[src/rtl/mips_pkg.sv]
// Shared MIPS32 pipeline definitions: nop encoding, fetch states, IF/ID payload.
package mips_pkg;

  localparam logic [31:0] NOP_INSTR   = 32'h0000_0000;
  localparam logic [31:0] INSTR_BYTES = 32'd4;

  typedef enum logic {RUN, HALT} fetch_state_e;

  typedef struct packed {
    logic [31:0] instr;
    logic [31:0] pc4;
    logic        valid;
  } if_id_t;

  localparam if_id_t IF_ID_NOP = '{instr: NOP_INSTR, pc4: 32'h0, valid: 1'b0};

endpackage

[src/rtl/if_id_reg.sv]
// IF/ID pipeline register: flush loads a nop bubble, load captures, otherwise holds.
module if_id_reg
  import mips_pkg::*;
(
  input  logic   clk,
  input  logic   reset,
  input  logic   load,
  input  logic   flush,
  input  if_id_t d,
  output if_id_t q
);

  always_ff @(posedge clk) begin
    if (reset || flush) q <= IF_ID_NOP;
    else if (load)      q <= d;
  end

endmodule

[src/rtl/fetch_unit.sv]
// Instruction-fetch stage: PC register, redirect/stall/halt control, IF/ID capture.
module fetch_unit
  import mips_pkg::*;
#(
  parameter logic [31:0] RESET_PC   = 32'h0000_0000,
  parameter logic [31:0] IMEM_BYTES = 32'd32
) (
  input  logic        clk,
  input  logic        reset,
  input  logic        stall,
  input  logic        branch_taken,
  input  logic [31:0] branch_target,
  input  logic        jump,
  input  logic [25:0] jump_index,
  output logic [31:0] imem_pc,
  input  logic [31:0] imem_instruction,
  output logic [31:0] if_id_instr,
  output logic [31:0] if_id_pc4,
  output logic        if_id_valid,
  output logic        halted,
  output logic        misalign_err,
  output logic [31:0] fetch_count
);

  fetch_state_e state;
  logic [31:0]  pc;
  logic [31:0]  pc_plus4;
  logic [31:0]  redirect_pc;
  logic         redirect;
  logic         advance;
  logic         to_halt;
  if_id_t       if_id_d;
  if_id_t       if_id_q;

  always_comb begin
    pc_plus4    = pc + INSTR_BYTES;
    redirect    = branch_taken | jump;
    // Branch is the older instruction, so it wins over a same-cycle jump.
    redirect_pc = branch_taken ? {branch_target[31:2], 2'b00}
                               : {if_id_q.pc4[31:28], jump_index, 2'b00};
    advance     = !redirect && !stall && (state == RUN) && (pc <  IMEM_BYTES);
    to_halt     = !redirect && !stall && (state == RUN) && (pc >= IMEM_BYTES);
    if_id_d     = '{instr: imem_instruction, pc4: pc_plus4, valid: 1'b1};
  end

  if_id_reg u_if_id (
    .clk   (clk),
    .reset (reset),
    .load  (advance),
    .flush (redirect | to_halt),
    .d     (if_id_d),
    .q     (if_id_q)
  );

  always_ff @(posedge clk) begin
    if (reset) begin
      state        <= RUN;
      pc           <= RESET_PC;
      misalign_err <= 1'b0;
      fetch_count  <= 32'h0;
    end else begin
      if (redirect) begin
        pc    <= redirect_pc;
        state <= RUN;
      end else if (advance) begin
        pc          <= pc_plus4;
        fetch_count <= fetch_count + 32'd1;
      end else if (to_halt) begin
        state <= HALT;
      end
      if (branch_taken && (branch_target[1:0] != 2'b00)) misalign_err <= 1'b1;
    end
  end

  assign imem_pc     = pc;
  assign if_id_instr = if_id_q.instr;
  assign if_id_pc4   = if_id_q.pc4;
  assign if_id_valid = if_id_q.valid;
  assign halted      = (state == HALT);

endmodule

[config.mk]
export PLATFORM = sky130hd
export DESIGN_NAME = fetch_unit
export DESIGN_NICKNAME = d
export VERILOG_FILES = /design/src/rtl/mips_pkg.sv /design/src/rtl/if_id_reg.sv /design/src/rtl/fetch_unit.sv
export SDC_FILE = /design/constraint.sdc
export NUM_CORES = 1
export LEC_CHECK = 0
export ABC_AREA = 1
export CORE_MARGIN = 8
export CORE_UTILIZATION = 28
export DETAILED_ROUTE_END_ITERATION = 6
export GPL_TIMING_DRIVEN = 0
export SETUP_SLACK_MARGIN = 0.3
export SYNTH_ARGS = -nofsm -noshare
export SYNTH_HDL_FRONTEND = slang
export SYNTH_SLANG_ARGS = --single-unit
[constraint.sdc]
create_clock -name clk -period 3.5 [get_ports clk]
set_input_delay 0.525 -clock clk [delete_from_list [all_inputs] [get_ports clk]]
set_output_delay 0.525 -clock clk [all_outputs]
set_load 0.005 [all_outputs]
## After elaboration in Yosys (flattened, before gate mapping)

Cells that the tools add are included.

| storage, ports and cells | value |
|---|---|
| register bits | 131 |
| bits of input ports | 95 |
| output and inout port bits | 131 |
| word-level logic and storage cells | 32 |

| operators by class | value |
|---|---|
| $add $sub $neg | 2 |
| order comparisons | 2 |
| muxes and demuxes | 3 |
| bitwise operators | 5 |
| reductions and logical operators | 13 |

Operators by type and width:

| cell | count |
|---|---|
| $mux 32 | 3 |
| $add 32x1->32 const B | 1 |
| $add 32x3->32 const B | 1 |
| $ge 32x6->1 const B | 1 |
| $lt 32x6->1 const B | 1 |
| $logic_and 1x1->1 | 5 |
| $reduce_and 2->1 | 2 |
| $reduce_bool 2->1 | 2 |
| $not 1->1 | 3 |
| $logic_not 1->1 | 2 |
| $or 1x1->1 | 2 |
| $reduce_or 2->1 | 1 |
| $logic_or 1x1->1 | 1 |

## Longest topological paths before layout

Gate-level depths: netlist of the first run.

| logic depth | value |
|---|---|
| word-level depth | 7 |
| mapped depth | 10 |
| mapped depth without buffers | 10 |

## Cells and area by module

From an unflattened synthesis of the first run, not the netlist that was laid out.

| unflattened totals | value |
|---|---|
| cells, all modules | 1058 |
| area total of the unflattened synthesis | 6795.3 um2 |

By module, submodules not included:

| module | times used | cells each | area an instance (um2) | seq. area each (um2) |
|---|---|---|---|---|
| fetch_unit | 1 | 646 | 4150.2 | 1281.2 |
| if_id_reg | 1 | 412 | 2645.0 | 1301.2 |

## Worst setup path before layout of the first run

No wires, ideal clock.

| timing path | value |
|---|---|
| path kind | input to register |
| from | input branch_taken |
| to | register u_if_id.q[40] (netlist name) |
| library setup time | 0.132 ns |
| arrival time | 1.692 ns |
| data required time | 3.368 ns |
| slack | 1.676 ns |
| stages | 9 |
| path buffers | 3 |
| cell sequence | buf_4 > inv_4 > nand2_4 > nor3_4 > nand4_2 > buf_2 > clkbuf_1 > nand2_1 > a21oi_1 |

| on the way | value |
|---|---|
| longest elaborated chain between the ends | 7 |
| elaborated cells between the ends (all ways) | 8 |
| those cells by class | bitwise: 2; reduce/logical: 6 |

RTL lines:

| what | RTL line | RTL |
|---|---|---|
| start: declaration | fetch_unit.sv:11 | `input logic branch_taken,` |
| $or 1x1->1 (*) | fetch_unit.sv:37 | `redirect = branch_taken \| jump;` |
| $logic_not 1->1 | fetch_unit.sv:41, fetch_unit.sv:42 |  |
| $logic_and 1x1->1 (2 in a row) | fetch_unit.sv:41, fetch_unit.sv:42 |  |
| $logic_and 1x1->1 | fetch_unit.sv:42 | `to_halt = !redirect && !stall && (state == RUN) && (pc >= IMEM_BYTES);` |
| $or 1x1->1 | fetch_unit.sv:50 | `.flush (redirect \| to_halt),` |
| $logic_or 1x1->1 | if_id_reg.sv:14 | `if (reset \|\| flush) q <= IF_ID_NOP;` |
| end signal: assignment | if_id_reg.sv:14 |  |
| end signal: assignment | if_id_reg.sv:15 | `else if (load) q <= d;` |
| end: declaration | if_id_reg.sv:10 | `output if_id_t q` |

Every way passes the cells marked *; elsewhere a longest branch is shown, timed or not.
A chain may end at the register's enable or synchronous reset.

## Final worst setup path of the first run

| timing path | value |
|---|---|
| from | input jump |
| to | register u_if_id.q[39] (netlist name) |

| on the way | value |
|---|---|
| longest elaborated chain between the ends | 7 |
| elaborated cells between the ends (all ways) | 8 |
| those cells by class | bitwise: 2; reduce/logical: 6 |

RTL lines:

| what | RTL line | RTL |
|---|---|---|
| start: declaration | fetch_unit.sv:13 | `input logic jump,` |
| $or 1x1->1 (*) | fetch_unit.sv:37 |  |
| $logic_not 1->1 | fetch_unit.sv:41, fetch_unit.sv:42 |  |
| $logic_and 1x1->1 (2 in a row) | fetch_unit.sv:41, fetch_unit.sv:42 |  |
| $logic_and 1x1->1 | fetch_unit.sv:42 |  |
| $or 1x1->1 | fetch_unit.sv:50 |  |
| $logic_or 1x1->1 | if_id_reg.sv:14 |  |

Marks and branches as above.

==> results.toml, run 1 <==
[outcome]
status = "finished clean"

[cells_and_area]
multi_input_area_um2 = 2790
fin_nets = 1134
register_area_um2 = 2540
layout-drive-gt1-share_pct = 7.72
fin_util_pct = 43.7
antenna_cells = 0
areaGrowthSynthToFinish_pct = 54.9
nFillCells = 2139

[timing]
setup_tns_ns = 0
setup_ws_ns = 1.14
hold_viol_final = 0
slew-limit-headroom_pct = 54.9
clock_skew_ns = 0.0106
slew_violations = 0
tightest_slew_ns = 0.677
period_minus_slack_ns = 2.36
finalSetupViolCount = 0
grt_setup_unrepaired = "false"
fin_crit_sh_pct = 67.6
fmax_ghz = 0.423

[logic_synthesis]
netlist_top_cells_count = "263 x nand2_1, 127 x dfxtp_1, 108 x nor2_1"
synthTopCellsByArea = "dfxtp_1 45%, nand2_1 17%, a21oi_1 8.0%"
syn_area_um2 = 5660
synth.most_common_cell = "nand2_1"
synth_edf_count = 0
seq_area_frac_synth_pct = 45.0
synth_area_leader_cell = "dfxtp_1"
ys_ff_latch = 127
synth_top_area_share_pct = 45.0
ys_types = 31
synth-main-ff-cell = "dfxtp_1"
synth.avg_cell_area_um2 = 7.11
synthArstFlopShare_pct = 0
yosysWarnings = 0
synth_cells = 795

[pwr]
internal_power_uw = 2630
power_frac_comb_pct = 8.4
switching_share_pct = 24.5
switchingPower_uw = 854
p_total_uw = 3480
p_leak_uw = 0.00300
sequentialPowerShare_pct = 42.8
peakVddDrop_v = 0.000313
p_per_area_nw_per_um2 = 397
clock_power_share_pct = 48.8

[setup_path]
start_kind = "input port"
crit_chain = "clkdlybuf4s50_1 -> inv_2 -> nand2_4 -> clkinv_1 -> nand3_1 -> clkbuf_1 -> a21oi_1"
slowest_delay_ns = 0.63
cp_top_family = "buffers and inverters"
crit_type = "input port to register"
path_buf_inv = 4
critPathArrivalTime_ns = 2.64
cp.required_ns = 3.78
end_kind = "register"
critPathSlowestCell = "clkdlybuf4s50_1"
worstPathMaxFanout = 10

[routing]
num_vias = 5952
drc = 0
avgRoutedWirePerCell_um = 15.4
drtIter0Drc = 256
viasPerCell = 4.51
wl_um = 20300
ant_nets = 0
dr.pass1.iters = 4

[placed_design]
io_buffers = 219
hpwl_um = 15700
dp_slack_ns = 0.661
routabilityCongestion = 0.899

[die]
fp.dieW_um = 158
die-area_um2 = 25000
core-area_um2 = 20000
start_util_pct = 28.2
die_h_um = 158
ios = 226
row_count = 52

[clock_tree]
cts_max_level = 4
cts_num_sinks = 127
post-cts-setup-buffers = 0
clk_pin_slew_worst_paths_ns = 0.06
cts_tree = "done"
numCtsBuffers = 17
cts_hold_buf = 0
clk-insertion-delay-late_ns = 0.42
cts_resized = 0
cts-root-buf = "clkbuf_16"
cts_max_path_buffers = 2

[global_routing]
grt_pass1_vias = 5788
antenna_found_initial = 0
grt_pass1_wl_um = 31400
grt-ovfl-total = 0
grtUsageTotal_pct = 16.2
grt_max_degree = 17

[flow_run]
maxCapViolCount = 0

[min_path]
min-delay-path-class = "register to register"
metrics by stage:
stage          std cells  area (um2)  hold slack, ns
6_report            1319        8760           0.442
5_1_grt             1319        8760           0.463
4_1_cts             1319        8760           0.444
3_5_place_dp        1287        8200           0.433
3_3_place_gp        1287        8200           0.430
2_1_floorplan        798        5670           0.440
metal layers:
layer / GRT usage [%] / up-vias / routed length (um)
met5: 0 / - / 0
met1: 19.4 / 2714 / 8490
li1: - / 3054 / -
met4: 4.22 / 0 / 272
met3: 6.80 / 20 / 1780
met2: 26.1 / 164 / 9710
power by group through the flow:
stage	combinational [uW]	clock [uW]	sequential [uW]
final	291	1700	1490
after floorplan	102	0	1520
after global routing	317	1810	1490
after detailed placement	294	0	1520
after CTS	296	1750	1490
after global placement	294	0	1520
registers in the layout, indices dropped and copies added, names as in the netlist:
register      flops
misalign_err      1
u_if_id.q        63
fetch_count      32
halted            1
imem_pc          30
layout make-up:
| class | count | area share, % |
|---|---|---|
| Tap cell | 270 | 3.86 |
| Buffer | 46 | 2.70 |
| Sequential cell | 127 | 29.0 |
| Clock buffer | 17 | 4.86 |
| Timing Repair Buffer | 219 | 25.0 |
| Inverter | 26 | 1.14 |
| Clock inverter | 15 | 1.56 |
| Multi-Input combinational cell | 599 | 31.8 |
cells in the final DEF (no fill, tap or decap), types with 6 or more instances in the layout:
cell | synthesis | routed
nand2_1 | 263 | 263
clkdlybuf4s50_1 | 0 | 219
a21oi_1 | 90 | 90
clkbuf_16 | 0 | 17
dfxtp_1 | 127 | 127
xor2_1 | 9 | 9
clkbuf_1 | 22 | 22
buf_2 | 15 | 15
inv_1 | 22 | 22
nand3_1 | 44 | 44
a21oi_2 | 10 | 10
nand2_2 | 10 | 10
nand3b_1 | 13 | 13
o21ai_0 | 6 | 6
nor2_1 | 108 | 108
xnor2_1 | 8 | 8
a22oi_1 | 23 | 23
cells by family (layout without fill, tap and decap cells):
kind of cell             Yosys count  count (layout)  share of synthesized area, %
AO/OA/AOI/OAI                    130             130                          13.2
XOR/XNOR                          17              17                          2.63
adder cells (fa/ha/maj)            3               3                         0.664
buffers and inverters             72             323                          5.95
flip-flops                       127             127                          45.0
multiplexers                       1               1                         0.177
other                              1               4                        0.0663
AND/OR/NAND/NOR                  444             444                          32.3
tightest hold or removal path, cell delays in order, from the launching register on:
cell and delay (ns):
dfxtp_1 0.31, nand2_1 0.06, nor2_1 0.04
final timing paths:
check	from	endpoint	slack, ns	depth (start not counted)
worst min-delay path	u_if_id.q[11]	u_if_id.q[11]	0.44	2
worst min register to register	u_if_id.q[11]	u_if_id.q[11]	0.44	2
worst max-delay path	jump	u_if_id.q[39]	1.14	7
worst max register to register	imem_pc[14]	u_if_id.q[39]	1.48	8
Note: power is estimated with default switching activity, not from simulation.
==> run 2, diff against run 1 <==
Clock period 3.5 ns to 1.9 ns, I/O delays scaled along.
==> run 2 against run 1 <==
  * Register-to-register slack worse by 1.2 ns
  * Routed wire length is 4.1% higher
  * Via count is 2.5% higher
  * Total power is 85% higher
  * Worst setup slack worse by 0.85 ns
  * Clock power is 84% higher
  * First-iteration DRC count is 4.7% lower
  * Sequential share of layout area is 1.0 points lower
  * Combinational power is 99% higher
  * Cell area is 7.7% higher
  * Flip-flop and latch count stayed put
  * Critical path type unchanged
  * Critical endpoint is now imem_pc[24]
  * Highest routed layer unchanged
==> results.toml, run 2 (synthesis results as in run 1) <==
[pwr]
clock_power_share_pct = 48.6
power_frac_comb_pct = 9.0
internal_power_uw = 4820
switching_share_pct = 25.0
switchingPower_uw = 1610
p_per_area_nw_per_um2 = 681
p_leak_uw = 0.00422
sequentialPowerShare_pct = 42.4
peakVddDrop_v = 0.000577

[placed_design]
io_buffers = 219
hpwl_um = 15700
dp_slack_ns = -0.699
routabilityCongestion = 0.899

[die]
row_count = 52
die_h_um = 158
core-area_um2 = 20000
die-area_um2 = 25000
ios = 226
fp.dieW_um = 158
start_util_pct = 28.2

[timing]
setup_ws_ns = 0.281
fin_crit_sh_pct = 85.2
slew_violations = 0
tightest_slew_ns = 0.716
finalSetupViolCount = 0
fmax_ghz = 0.618
grt_setup_unrepaired = "true"
setup_tns_ns = 0
slew-limit-headroom_pct = 52.3
clock_skew_ns = 0.0103
period_minus_slack_ns = 1.62
hold_viol_final = 0

[routing]
wl_met2_um = 10300
dr.pass1.iters = 5
drtIter0Drc = 244
drt-met1-wl_um = 8480
num_vias = 6099
wl_um = 21100
routed.top_layer = "met4"
wl_met3_um = 2020
viasPerCell = 4.58
avgRoutedWirePerCell_um = 15.8
ant_nets = 0
drc = 0

[setup_path]
crit_chain = "dlygate4sd2_1 -> inv_2 -> nand2_4 -> clkinvlp_4 -> buf_1 -> nand3_2 -> a21oi_1"
end_kind = "register"
critPathSlowestCell = "buf_1"
critPathArrivalTime_ns = 1.95
crit_type = "input port to register"
slowest_delay_ns = 0.57
cp.required_ns = 2.24
worstPathMaxFanout = 10
start_kind = "input port"

[clock_tree]
clk-insertion-delay-late_ns = 0.42
cts_tree = "done"
cts-root-buf = "clkbuf_16"
clk_pin_slew_worst_paths_ns = 0.06
cts_num_sinks = 127
cts_hold_buf = 0
cts_max_path_buffers = 2
cts_max_level = 4
numCtsBuffers = 17

[cells_and_area]
max_flop_register = "u_if_id.q"
antenna_cells = 0
layout-drive-gt1-share_pct = 17.9
largest_register_ffs = 63
areaGrowthSynthToFinish_pct = 66.8
fin_nets = 1146
final_common_cell = "nand2_1"
final_cell_mix = "258 x nand2_1, 121 x clkdlybuf4s50_1, 99 x nor2_1, 87 x dfxtp_1, 76 x a21oi_1"
nFillCells = 2106

[global_routing]
grt_pass1_wl_um = 31800
antenna_found_initial = 0
grt_max_degree = 17
grtUsageTotal_pct = 16.4
grt-ovfl-total = 0
grt_pass1_vias = 5855

[min_path]
min-delay-path-class = "input port to register"

[outcome]
status = "finished clean"

[flow_run]
maxCapViolCount = 0
==> run 2: layout make-up <==
cell class	instances	area, um2	share of cell area, %
Multi-Input combinational cell	600	3030	32.1
Inverter	26	106	1.13
Tap cell	270	338	3.58
Clock buffer	17	425	4.51
Timing Repair Buffer	230	2370	25.2
Clock inverter	15	136	1.45
Sequential cell	127	2640	28.0
Buffer	46	385	4.09
==> run 2: path summary, 6_finish.rpt <==
path | startpoint | endpoint | slack [ns] | depth (start not counted)
setup / recovery | jump | imem_pc[24] | 0.28 | 7
hold reg to reg | u_if_id.q[16] | u_if_id.q[16] | 0.44 | 2
setup reg to reg | imem_pc[22] | fetch_count[0] | 0.30 | 10
hold / removal | branch_taken | halted | 0.35 | 4
==> run 2: through the flow <==
stage          total power [uW]  hold slack, ns  std cells  util (%)  instance area [um2]
5_1_grt                    6690           0.358       1331      47.1                 9430
6_report                   6420           0.354       1331      47.1                 9430
3_3_place_gp               3340           0.430       1287      40.9                 8200
2_1_floorplan              2990           0.421        798         -                 5670
4_1_cts                    6480           0.323       1326      45.0                 9020
3_5_place_dp               3340           0.433       1287      40.9                 8200
==> run 2: repair_timing <==
item | 4_1_cts | 5_1_grt
cloned | 1 | 3
setup endpoints to repair | 188 | 166
pin swaps | 5 | 20
setup buffers | 6 | 2
gates resized for setup | 160 | 119
==> run 2: per-layer routing <==
metal,vias up,track usage [%]
li1,3090,-
met2,169,26.7
met5,-,0
met3,18,6.83
met4,0,4.22
met1,2822,19.5
==> run 2: power by group through the flow <==
stage	clock network, uW	registers, uW	logic, uW
3_5_place_dp	0	2800	542
2_1_floorplan	0	2800	188
5_1_grt	3330	2730	626
3_3_place_gp	0	2800	542
4_1_cts	3220	2720	548
6_report	3120	2720	579
==> run 2: critical path, delay by kind of cell <==
kind / cells / cell delay (ns)
buffers and inverters: 4 / 1.26
AND/OR/NAND/NOR: 2 / 0.23
AO/OA/AOI/OAI: 1 / 0.17
==> run 3, diff against run 2 <==
Settings changed: PLACE_DENSITY_LB_ADDON set to 0.12.
==> run 3 against run 2 <==
  * Core utilization rose by 0.34 points
  * Worst hold slack got worse by 0.033 ns
  * Total power fell by 2.1%
==> results.toml, run 3 (synthesis results as in run 1) <==
[placed_design]
io_buffers = 219
dp_slack_ns = -0.699
dp_cells = 1287
hpwl_um = 16100
placed_cell_area_um2 = 8200
routabilityCongestion = 0.846

[routing]
drc = 0
num_vias = 6078
wl_um = 21800
ant_nets = 0
viasPerCell = 4.54
drtIter0Drc = 216
dr.pass1.iters = 4
avgRoutedWirePerCell_um = 16.3

[pwr]
p_per_area_nw_per_um2 = 662
peakVddDrop_v = 0.000602
clock_power_share_pct = 47.4
p_leak_uw = 0.00422
switching_share_pct = 25.5
switchingPower_uw = 1600
sequentialPowerShare_pct = 43.3
internal_power_uw = 4680
p_total_uw = 6290
power_frac_comb_pct = 9.2

[clock_tree]
cts_max_path_buffers = 2
cts_tree = "done"
clk-insertion-delay-late_ns = 0.41
cts_hold_buf = 0
cts-root-buf = "clkbuf_16"
clk_pin_slew_worst_paths_ns = 0.06
numCtsBuffers = 17
cts_max_level = 4
cts_num_sinks = 127

[global_routing]
grtUsageTotal_pct = 17.1
gr-usage-met3_pct = 5.87
met1_usage_pct = 20.3
grt_max_degree = 17
grt_pass1_vias = 5944
grt-ovfl-total = 0
met2_usage_pct = 28.4
grt_pass1_wl_um = 33000
antenna_found_initial = 0
grt_busiest_layer = "met2"

[timing]
setup_ws_ns = 0.318
clock_skew_ns = 0.00838
hold_viol_final = 0
slew-limit-headroom_pct = 46.7
finalSetupViolCount = 0
tightest_slew_ns = 0.800
whs_ns = 0.321
fmax_ghz = 0.632
period_minus_slack_ns = 1.58
slew_violations = 0
grt_setup_unrepaired = "true"
fin_crit_sh_pct = 83.3

[cells_and_area]
antenna_cells = 0
max_flop_register = "u_if_id.q"
fin_nets = 1154
largest_register_ffs = 63
layout-drive-gt1-share_pct = 18.4
layout.cells.non_filler = 1339
nFillCells = 2117
multi_input_area_um2 = 3010
final_cell_area_um2 = 9500
final_cell_mix = "255 x nand2_1, 132 x clkdlybuf4s50_1, 98 x nor2_1, 84 x dfxtp_1, 77 x a21oi_1"
final_common_cell = "nand2_1"
areaGrowthSynthToFinish_pct = 68.0
register_area_um2 = 2640

[setup_path]
rr_worst_depth = 9
end_kind = "register"
critPathArrivalTime_ns = 1.93
worstPathMaxFanout = 10
crit_type = "register to register"
start_kind = "register"
cp.required_ns = 2.25

[die]
ios = 226
row_count = 52
die_h_um = 158
fp.dieW_um = 158
start_util_pct = 28.2
die-area_um2 = 25000
core-area_um2 = 20000

[min_path]
hold_depth = 4
min-delay-path-class = "input port to register"

[flow_run]
maxCapViolCount = 0

[outcome]
status = "finished clean"
[run 3: final timing paths]
check | start | endpoint | slack (ns)
setup / recovery | imem_pc[24] | u_if_id.q[60] | 0.32
hold reg to reg | u_if_id.q[19] | u_if_id.q[19] | 0.44
hold / removal | branch_taken | halted | 0.32
setup reg to reg | imem_pc[24] | u_if_id.q[60] | 0.32
[run 3: power by group through the flow]
stage	registers (uW)	logic (uW)	clock network, uW
2_1_floorplan	2800	188	0
3_3_place_gp	2800	544	0
3_5_place_dp	2800	546	0
4_1_cts	2720	561	3060
5_1_grt	2730	635	3200
6_report	2720	581	2980
[run 3: worst max-delay path: stages (launching register included)]
cell and delay [ns]:
dfxtp_1 0.33, nor2_1 0.13, nand3_2 0.12, nor2_4 0.15, nand4_4 0.20, clkinv_4 0.14, buf_12 0.13, buf_12 0.14
nand2_2 0.06, a21oi_2 0.11
[run 3: what timing repair did]
action,CTS,global route
setup buffers,9,6
setup endpoints to repair,184,169
cloned,2,3
pin swaps,3,6
resized for setup,138,147
[run 3: per-layer routing]
layer	part of all wire, %	up-vias	wire (um)
met2	50	149	10900
met4	1.9	0	409
met1	41	2809	9030
met5	0	-	0
li1	-	3097	-
met3	6.8	23	1470
[run 3: per-stage QoR]
step | TNS (ns) | utilization [%]
floorplan | 0 | -
global placement | -63.24 | 40.9
detailed placement | -67.02 | 40.9
CTS | 0 | 44.9
global route | 0 | 47.4
finish | 0 | 47.4
[run 3: layout make-up]
cell class              instances  share of cell area (%)
multi-input cells             600                    31.7
clock inverters                15                    1.19
flip-flops and latches        127                    27.8
well taps                     270                    3.56
repair buffers                238                    25.9
clock buffers                  17                    4.48
plain buffers                  46                    4.31
inverters                      26                    1.12
